===== src/rtl/vpg_timing_core.sv =====
// vpg_timing_core
//   Runtime-programmable video timing generator. Free-running horizontal and
//   vertical counters are compared against an active timing set to produce
//   registered hs/vs/de, active pixel coordinates, frame/line strobes and a
//   vertical band index. A new timing set is accepted into a shadow copy and
//   only promoted to the active set at a frame boundary, or immediately while
//   en is low, so a frame is never built from a mix of two timing sets.
//
// Ports
//   clk, reset_n       pixel clock, asynchronous active-low reset
//   en                 1 = run, 0 = counters held at 0 and outputs inactive
//   cfg_valid/ready    handshake offering a new timing set
//   cfg_h, cfg_v       {total, sync, start, end}, totals and sync encoded as N-1
//   cfg_band_step      active lines per band
//   cfg_applied        pulse: shadow set has become the active set
//   cfg_error          pulse: an illegal set was offered and dropped
//   hs, vs, de         sync and data enable, registered
//   x, y               active pixel/line coordinate, 0 outside the active area
//   sof, sol           start-of-frame / start-of-active-line pulses
//   v_band             band index of the current active line
//
// Config FSM
//   state      | meaning
//   ST_IDLE    | no change pending, cfg_ready=1, offers are checked and captured
//   ST_PENDING | shadow set captured, waiting for frame end or en=0 to apply it
module vpg_timing_core #(
  parameter int       CW        = 12,
  parameter int       NUM_BANDS = 4,
  parameter int       BW        = 2,
  parameter logic     HS_POL    = 1'b1,
  parameter logic     VS_POL    = 1'b1,
  parameter logic [CW-1:0] DEF_H_TOTAL    = CW'(2199),
  parameter logic [CW-1:0] DEF_H_SYNC     = CW'(43),
  parameter logic [CW-1:0] DEF_H_START    = CW'(189),
  parameter logic [CW-1:0] DEF_H_END      = CW'(2109),
  parameter logic [CW-1:0] DEF_V_TOTAL    = CW'(1124),
  parameter logic [CW-1:0] DEF_V_SYNC     = CW'(4),
  parameter logic [CW-1:0] DEF_V_START    = CW'(40),
  parameter logic [CW-1:0] DEF_V_END      = CW'(1120),
  parameter logic [CW-1:0] DEF_BAND_STEP  = CW'(270)
) (
  input  logic            clk,
  input  logic            reset_n,
  input  logic            en,
  input  logic            cfg_valid,
  output logic            cfg_ready,
  input  logic [4*CW-1:0] cfg_h,
  input  logic [4*CW-1:0] cfg_v,
  input  logic [CW-1:0]   cfg_band_step,
  output logic            cfg_applied,
  output logic            cfg_error,
  output logic            hs,
  output logic            vs,
  output logic            de,
  output logic [CW-1:0]   x,
  output logic [CW-1:0]   y,
  output logic            sof,
  output logic            sol,
  output logic [BW-1:0]   v_band
);

  localparam logic [BW-1:0] BAND_MAX = BW'(NUM_BANDS - 1);

  typedef enum logic [0:0] {ST_IDLE, ST_PENDING} cfg_state_t;

  cfg_state_t state, state_nxt;

  logic [CW-1:0] hc, vc;

  logic [CW-1:0] h_total, h_sync, h_start, h_end;
  logic [CW-1:0] v_total, v_sync, v_start, v_end;
  logic [CW-1:0] band_step;

  logic [CW-1:0] s_h_total, s_h_sync, s_h_start, s_h_end;
  logic [CW-1:0] s_v_total, s_v_sync, s_v_start, s_v_end;
  logic [CW-1:0] s_band_step;

  logic [CW-1:0] c_h_total, c_h_sync, c_h_start, c_h_end;
  logic [CW-1:0] c_v_total, c_v_sync, c_v_start, c_v_end;

  logic [CW-1:0] band_line;
  logic [BW-1:0] band_idx;

  logic cfg_legal, take, reject, apply;
  logic line_end, frame_end, h_act, v_act, act;

  assign c_h_total = cfg_h[4*CW-1 -: CW];
  assign c_h_sync  = cfg_h[3*CW-1 -: CW];
  assign c_h_start = cfg_h[2*CW-1 -: CW];
  assign c_h_end   = cfg_h[CW-1:0];
  assign c_v_total = cfg_v[4*CW-1 -: CW];
  assign c_v_sync  = cfg_v[3*CW-1 -: CW];
  assign c_v_start = cfg_v[2*CW-1 -: CW];
  assign c_v_end   = cfg_v[CW-1:0];

  assign cfg_legal = (c_h_sync < c_h_start) && (c_h_start < c_h_end) && (c_h_end <= c_h_total) &&
                     (c_v_sync < c_v_start) && (c_v_start < c_v_end) && (c_v_end <= c_v_total) &&
                     (cfg_band_step != '0);

  assign line_end  = (hc == h_total);
  assign frame_end = line_end && (vc == v_total);
  assign h_act     = (hc > h_start) && (hc <= h_end);
  assign v_act     = (vc > v_start) && (vc <= v_end);
  assign act       = en && h_act && v_act;

  always_ff @(posedge clk or negedge reset_n) begin
    if (!reset_n) state <= ST_IDLE;
    else          state <= state_nxt;
  end

  always_comb begin
    state_nxt = state;
    cfg_ready = 1'b0;
    take      = 1'b0;
    reject    = 1'b0;
    apply     = 1'b0;
    case (state)
      ST_IDLE: begin
        cfg_ready = 1'b1;
        if (cfg_valid) begin
          if (cfg_legal) begin
            take      = 1'b1;
            state_nxt = ST_PENDING;
          end else begin
            reject = 1'b1;
          end
        end
      end
      ST_PENDING: begin
        if (!en || frame_end) begin
          apply     = 1'b1;
          state_nxt = ST_IDLE;
        end
      end
      default: state_nxt = ST_IDLE;
    endcase
  end

  always_ff @(posedge clk or negedge reset_n) begin
    if (!reset_n) begin
      s_h_total <= DEF_H_TOTAL; s_h_sync <= DEF_H_SYNC;
      s_h_start <= DEF_H_START; s_h_end  <= DEF_H_END;
      s_v_total <= DEF_V_TOTAL; s_v_sync <= DEF_V_SYNC;
      s_v_start <= DEF_V_START; s_v_end  <= DEF_V_END;
      s_band_step <= DEF_BAND_STEP;
    end else if (take) begin
      s_h_total <= c_h_total; s_h_sync <= c_h_sync;
      s_h_start <= c_h_start; s_h_end  <= c_h_end;
      s_v_total <= c_v_total; s_v_sync <= c_v_sync;
      s_v_start <= c_v_start; s_v_end  <= c_v_end;
      s_band_step <= cfg_band_step;
    end
  end

  always_ff @(posedge clk or negedge reset_n) begin
    if (!reset_n) begin
      h_total <= DEF_H_TOTAL; h_sync <= DEF_H_SYNC;
      h_start <= DEF_H_START; h_end  <= DEF_H_END;
      v_total <= DEF_V_TOTAL; v_sync <= DEF_V_SYNC;
      v_start <= DEF_V_START; v_end  <= DEF_V_END;
      band_step <= DEF_BAND_STEP;
    end else if (apply) begin
      h_total <= s_h_total; h_sync <= s_h_sync;
      h_start <= s_h_start; h_end  <= s_h_end;
      v_total <= s_v_total; v_sync <= s_v_sync;
      v_start <= s_v_start; v_end  <= s_v_end;
      band_step <= s_band_step;
    end
  end

  // An apply always lands on a frame boundary or while en is low, so forcing
  // the counters to 0 on apply only matters for the en-low case.
  always_ff @(posedge clk or negedge reset_n) begin
    if (!reset_n) begin
      hc <= '0;
      vc <= '0;
    end else if (!en || apply || frame_end) begin
      hc <= '0;
      vc <= '0;
    end else if (line_end) begin
      hc <= '0;
      vc <= vc + CW'(1);
    end else begin
      hc <= hc + CW'(1);
    end
  end

  // Band tracking advances at the end of each active line; vc=0 is never an
  // active line, so clearing at the frame wrap restarts the index at 0.
  always_ff @(posedge clk or negedge reset_n) begin
    if (!reset_n) begin
      band_line <= '0;
      band_idx  <= '0;
    end else if (!en || apply || frame_end) begin
      band_line <= '0;
      band_idx  <= '0;
    end else if (line_end && v_act) begin
      if (band_line + CW'(1) == band_step) begin
        band_line <= '0;
        if (band_idx != BAND_MAX) band_idx <= band_idx + BW'(1);
      end else begin
        band_line <= band_line + CW'(1);
      end
    end
  end

  always_ff @(posedge clk or negedge reset_n) begin
    if (!reset_n) begin
      hs          <= ~HS_POL;
      vs          <= ~VS_POL;
      de          <= 1'b0;
      x           <= '0;
      y           <= '0;
      sof         <= 1'b0;
      sol         <= 1'b0;
      v_band      <= '0;
      cfg_applied <= 1'b0;
      cfg_error   <= 1'b0;
    end else begin
      hs          <= (en && (hc <= h_sync)) ? HS_POL : ~HS_POL;
      vs          <= (en && (vc <= v_sync)) ? VS_POL : ~VS_POL;
      de          <= act;
      x           <= act ? (hc - h_start - CW'(1)) : '0;
      y           <= act ? (vc - v_start - CW'(1)) : '0;
      sof         <= en && (hc == '0) && (vc == '0);
      sol         <= en && v_act && (hc == h_start + CW'(1));
      v_band      <= (en && v_act) ? band_idx : '0;
      cfg_applied <= apply;
      cfg_error   <= reject;
    end
  end

endmodule


===== config.mk =====
export PLATFORM = sky130hd
export DESIGN_NAME = vpg_timing_core
export DESIGN_NICKNAME = d
export VERILOG_FILES = /design/src/rtl/vpg_timing_core.sv
export SDC_FILE = /design/constraint.sdc
export NUM_CORES = 1
export LEC_CHECK = 0
export CAP_MARGIN = 0
export CORE_UTILIZATION = 40
export DETAILED_ROUTE_END_ITERATION = 12
export PLACE_DENSITY = 0.7
export SETUP_SLACK_MARGIN = 0.15
export SYNTH_ARGS = -nofsm -noshare
export SYNTH_HDL_FRONTEND = slang
export SYNTH_SLANG_ARGS = --single-unit

===== constraint.sdc =====
create_clock -name clk -period 2.8 [get_ports clk]
set_input_delay 0.7 -clock clk [delete_from_list [all_inputs] [get_ports clk]]
set_output_delay 0.7 -clock clk [all_outputs]
set_load 0.05 [all_outputs]

Word-level counts from Yosys, hierarchy flattened
Index checks and enable logic that the tools add are counted.
{"block": "op_classes", "n_addsub": 9, "muxes": 27, "n_lt_le_gt_ge": 12, "n_reduce_logical": 30, "n_eq_ne": 5, "bitwise": 1}
{"operator": "$mux W12", "n": 9}
{"operator": "$le A12 B12 Y1", "n": 6}
{"operator": "$add A12 B1 Y12 const B", "n": 4}
{"operator": "$eq A12 B12 Y1", "n": 4}
{"operator": "$lt A12 B12 Y1", "n": 4}
{"operator": "$gt A12 B12 Y1", "n": 2}
{"operator": "$logic_not A12 Y1", "n": 2}
{"operator": "$sub A12 B1 Y12 const B", "n": 2}
{"operator": "$sub A12 B12 Y12", "n": 2}
{"operator": "$logic_and A1 B1 Y1", "n": 18}
{"operator": "$mux W1", "n": 12}
{"operator": "$reduce_bool A12 Y1", "n": 1}
{"operator": "$mux W2", "n": 5}
{"operator": "$reduce_bool A2 Y1", "n": 4}
{"operator": "$logic_or A1 B1 Y1", "n": 3}
{"operator": "$reduce_and A3 Y1", "n": 1}
{"operator": "$add A2 B1 Y2 const B", "n": 1}
{"operator": "$ne A2 B2 Y1 const B", "n": 1}
{"operator": "$pmux W1 S2", "n": 1}
{"operator": "$logic_not A1 Y1", "n": 1}
{"operator": "$not A1 Y1", "n": 1}
{"block": "word_totals", "word_cells": 117, "out_inout_bits": 34, "regBits": 288}

Depth between registers and ports, before layout
{"block": "logic_depth", "depth_word": 10, "depth_mapped": 13, "ltp_nobuf": 12}

Worst setup path after synthesis
No wires, ideal clock.
{"block": "synth_timing", "path_type": "input to register", "start": "input port cfg_v[41]", "end": "register s_h_total[10]", "path_slack_ns": -0.276, "stages": 13, "arrival_time_ns": 2.951, "cell_sequence": "inv_1 ha_1 a21o_1 a21o_1 a21oi_1 nor2_1 a2111oi_0 o22a_1 nand4_1 clkbuf_1 buf_2 buf_2 mux2_2"}
{"block": "synth_between", "elab_chain_cells": 6}
{"element": "from (decl)", "line_no": "48", "text": "input logic [4*CW-1:0] cfg_v,"}
{"element": "$le A12 B12 Y1", "line_no": "97", "text": "(c_v_sync < c_v_start) && (c_v_start < c_v_end) && (c_v_end <= c_v_total) &&"}
{"element": "$logic_and A1 B1 Y1 (2 in series)", "line_no": "97"}
{"element": "$mux W1", "line_no": "121", "text": "if (cfg_legal) begin"}
{"element": "$mux W1", "line_no": "120", "text": "if (cfg_valid) begin"}
{"element": "$mux W1", "line_no": "117", "text": "case (state)"}
{"element": "to (signal assigned)", "line_no": "147", "text": "s_h_total <= c_h_total; s_h_sync <= c_h_sync;"}
{"element": "to (decl)", "line_no": "74", "text": "logic [CW-1:0] s_h_total, s_h_sync, s_h_start, s_h_end;"}
Every way passes these cells.
A chain may end at the register's enable or synchronous reset.

Worst setup path in the final report
{"block": "layout_timing", "start": "input port cfg_h[1]", "end": "register s_v_total[0]"}
{"block": "layout_between", "elab_chain_cells": 10}
{"element": "from (decl)", "line_no": "47", "text": "input logic [4*CW-1:0] cfg_h,"}
{"element": "$lt A12 B12 Y1", "line_no": "96", "text": "assign cfg_legal = (c_h_sync < c_h_start) && (c_h_start < c_h_end) && (c_h_end <= c_h_total) &&"}
{"element": "$logic_and A1 B1 Y1", "line_no": "96"}
{"element": "$logic_and A1 B1 Y1 * (2 in series)", "line_no": "96"}
{"element": "$logic_and A1 B1 Y1 * (3 in series)", "line_no": "97"}
{"element": "$mux W1 *", "line_no": "121"}
{"element": "$mux W1 *", "line_no": "120"}
{"element": "$mux W1 *", "line_no": "117"}
{"element": "to (signal assigned)", "line_no": "149", "text": "s_v_total <= c_v_total; s_v_sync <= c_v_sync;"}
{"element": "to (decl)", "line_no": "75", "text": "logic [CW-1:0] s_v_total, s_v_sync, s_v_start, s_v_end;"}
Mark *: on every way between the ends. The rest lies on a longest branch, timed or not.

==> impl_results.md <==
- Wirelength per Cell: between 15 and 20 um
- Worst slew pin tran: a little over 0.6 ns
- Ports: 146
- Yosys reg bits: ~290
- CTS Buf Count: 31
- Worst-case clock buffer depth: 3
- CTS Sinks: ~290
- Asr flop ratio synth: 1.00
- Net switching power: approximately 5.5 mW
- DR vias/cell: roughly 5.3
- Worst hold margin: around 0.040 ns
- Final ANT Viol Nets: 0
- Most common cell in the netlist: nand2_1
- Yosys top cell area share: 0.337
- Sequential element share of the synthesized area: 0.455
- Synth Flop Type: dfrtp_1
- Synth cell count leaders: nand2_1 (222), dfrtp_1 (216), inv_1 (160), ha_1 (149), mux2_2 (109)
- Vias post-DR: about 13,000
- Die Span Y: around 200 um
- Reg power frac: 0.422
- Placed cell area: between 0.015 and 0.02 mm2
- DRC viols: 0
- Largest area contributor in the synthesized netlist: dfrtp_1
- Final non-filler cell area: around 0.022 mm2
- Mapped Nets: approximately 1,900
- Top post-synthesis cells by area: dfrtp_1 (34%), dfstp_2 (12%), ha_1 (12%)
- Critical path class: primary input to flop
- Worst VDD drop: ~0.00048 V
- # rows: 72
- Cells after Synth: 1,601
- Final setup viols: 0
- Die area: roughly 0.041 mm2
- Core Util, Final: 0.552
- Hold/Removal Path Class: primary input to asynchronous set/reset pin
- Starting Density: 0.410
- Max_slew headroom: 0.585
- Total Power: ~17 mW
- Vias in the first global route: 13,300
- Port bufs: 145
- DP Worst Slack: -1.20 ns
- Clk_lat worst skew: 0.58 ns
- Fin crit share: 0.996
- Fin nets: between 2,000 and 2,500
- Final Hold Viols: 0
- Fmax: ~360 MHz
- Slew Viols, Final: 0
- Share of cells above drive strength 1: 0.304
- Switching Share: 0.334
- Die Wd: just over 200 um
- Leak: 10.5 nW
- Status: completed
- Final setup TNS: 0 ns
- Final worst setup slack: around 0.012 ns
- Critical path arrival: 3.24 ns
- Gate power share: 0.334
- Netlist cell types: a little under 70
- Pin count of the biggest net entering global routing: 84
- H-tree Lvls: 1
- Clock power frac: 0.244
- RSZ-0062 raised after global routing: true
- Power per cell area: roughly 760 mW/mm2
- Final WL: about 48,000 um
- Avg Cell Area, Syn: 10.0 um2
- Area growth syn-to-layout: 34.5%
- Startpoint Class: primary input
- Placed cells: about 2,400
- Syn Std Cell Area: 0.0160 mm2
- Crit-path max FO: 7
- Final Critical Period: 2.79 ns
- Global-route wire length before repair: 73,500 um
- Iter 0 DRT Violations: between 900 and 1,000
- CTS clock-pin slew for the worst setup and hold paths: ~0.06 ns
- Routability congestion estimate: between 0.8 and 0.9
- Gr usage total: 0.230
- P_int: 11.0 mW
- YS warnings: 0
- Max-cap viol count: 0
- Congestion Overflow GR: 0
- Root Buffer: clkbuf_16
- CP endpoint kind: flop
- Core region area: about 0.04 mm2
- CTS tree: built
- Pre-antenna DRT Iters: 5
- Post-DP HPWL: between 30,000 and 40,000 um
- Initial antenna violation count: 2
- Final Non-Filler Cells: about 2,500
- EDFF count, synth: 0
- Fillers: ~3,400
- Worst path required time: 3.25 ns
- Worst Clk Skew: about 0.017 ns
## cells by family after synthesis
family / count (synthesis) / share of synthesized area
mux: 112 / 0.0784
simple gates: 473 / 0.140
buf+inv: 217 / 0.0545
xor+xnor: 90 / 0.0496
fa+ha+maj: 151 / 0.119
flops: 288 / 0.455
compound gates: 270 / 0.104
## critical path, stage by stage
cell	delay (ns)
buf_6	0.10
ha_4	0.23
nor2b_4	0.12
o21a_1	0.18
o21ai_2	0.14
a211oi_2	0.10
a2111oi_4	0.34
buf_4	0.18
o22a_1	0.17
nand4_1	0.12
buf_6	0.16
buf_12	0.15
buf_12	0.13
buf_16	0.13
mux2_2	0.26
## power by group through the flow
stage	logic, mW	clock network (mW)	registers, mW
floorplan	3.56	0	6.71
finish	5.51	4.02	6.97
CTS	5.26	4.07	6.93
detailed placement	5.08	0	6.99
global placement	4.86	0	6.92
global route	6.10	4.23	7.13
## routing by layer
layer	routed length, um	share of wire	vias to the layer above	global-route usage
met3	3050	0.064	109	0.0377
met4	1890	0.040	2	0.0846
met5	11	0.00023	-	0
met1	21200	0.44	6412	0.317
li1	-	-	6147	-
met2	21500	0.45	446	0.364
## cells in the final DEF, fill, tap and decap left out, types with 9 or more instances in the layout
master | netlist | routed
nor2b_1 | 19 | 17
dlymetal6s2s_1 | 0 | 12
buf_4 | 12 | 176
dfstp_2 | 72 | 72
mux2_2 | 109 | 106
o21ai_0 | 63 | 57
dlygate4sd2_1 | 0 | 38
o21ai_1 | 50 | 52
a21oi_2 | 0 | 14
or3_1 | 9 | 9
inv_2 | 1 | 15
nor2_1 | 70 | 62
buf_16 | 0 | 14
clkbuf_16 | 0 | 32
clkdlybuf4s50_1 | 0 | 58
nand2b_1 | 12 | 11
a21oi_1 | 53 | 38
nand4_1 | 42 | 42
ha_1 | 149 | 114
clkbuf_1 | 32 | 12
xnor2_1 | 47 | 47
xor2_1 | 42 | 42
nand3_1 | 18 | 17
and3_1 | 13 | 13
ha_4 | 0 | 30
nor3_1 | 22 | 15
a21o_1 | 44 | 44
nor4_1 | 15 | 10
clkbuf_2 | 2 | 9
buf_12 | 0 | 11
nand2_1 | 222 | 222
inv_1 | 160 | 142
dfrtp_1 | 216 | 213
## worst paths after layout
path | depth (start not counted) | from | endpoint | slack [ns]
max in group asynchronous | 2 | reset_n | band_line[3]$_DFFE_PN0P_ | 1.90
hold / removal | 1 | reset_n | s_h_sync[7]$_DFFE_PN0P_ | 0.04
setup reg to reg | 13 | v_start[3]$_DFFE_PN1P_ | band_line[11]$_DFFE_PN0P_ | 0.22
min in group clk | 2 | cfg_v[37] | s_v_total[1]$_DFFE_PN0P_ | 0.37
setup / recovery | 15 | cfg_h[1] | s_v_total[0]$_DFFE_PN0P_ | 0.01
hold reg to reg | 2 | s_band_step[1]$_DFFE_PN1P_ | band_step[1]$_DFFE_PN1P_ | 0.45
## final cells by class
class                           count  area, um2  area share
Timing Repair Buffer              351       3370       0.156
Clock buffer                       48        890      0.0412
Clock inverter                      9       97.6     0.00452
Tap cell                          518        648      0.0300
Inverter                          161        624      0.0289
Multi-Input combinational cell   1096       8640       0.401
Sequential cell                   288       7300       0.338
Antenna cell                        1       2.50    0.000116
## what timing repair did
| item | in CTS | in global routing |
|---|---|---|
| setup endpoints to repair | 133 | 161 |
| cloned | 13 | 1 |
| hold buffers | 0 | 0 |
| buffers inserted | 18 | 7 |
| gates resized for setup | 227 | 104 |
| pin swaps | 50 | 46 |
Power figures use the tool's default switching activity.
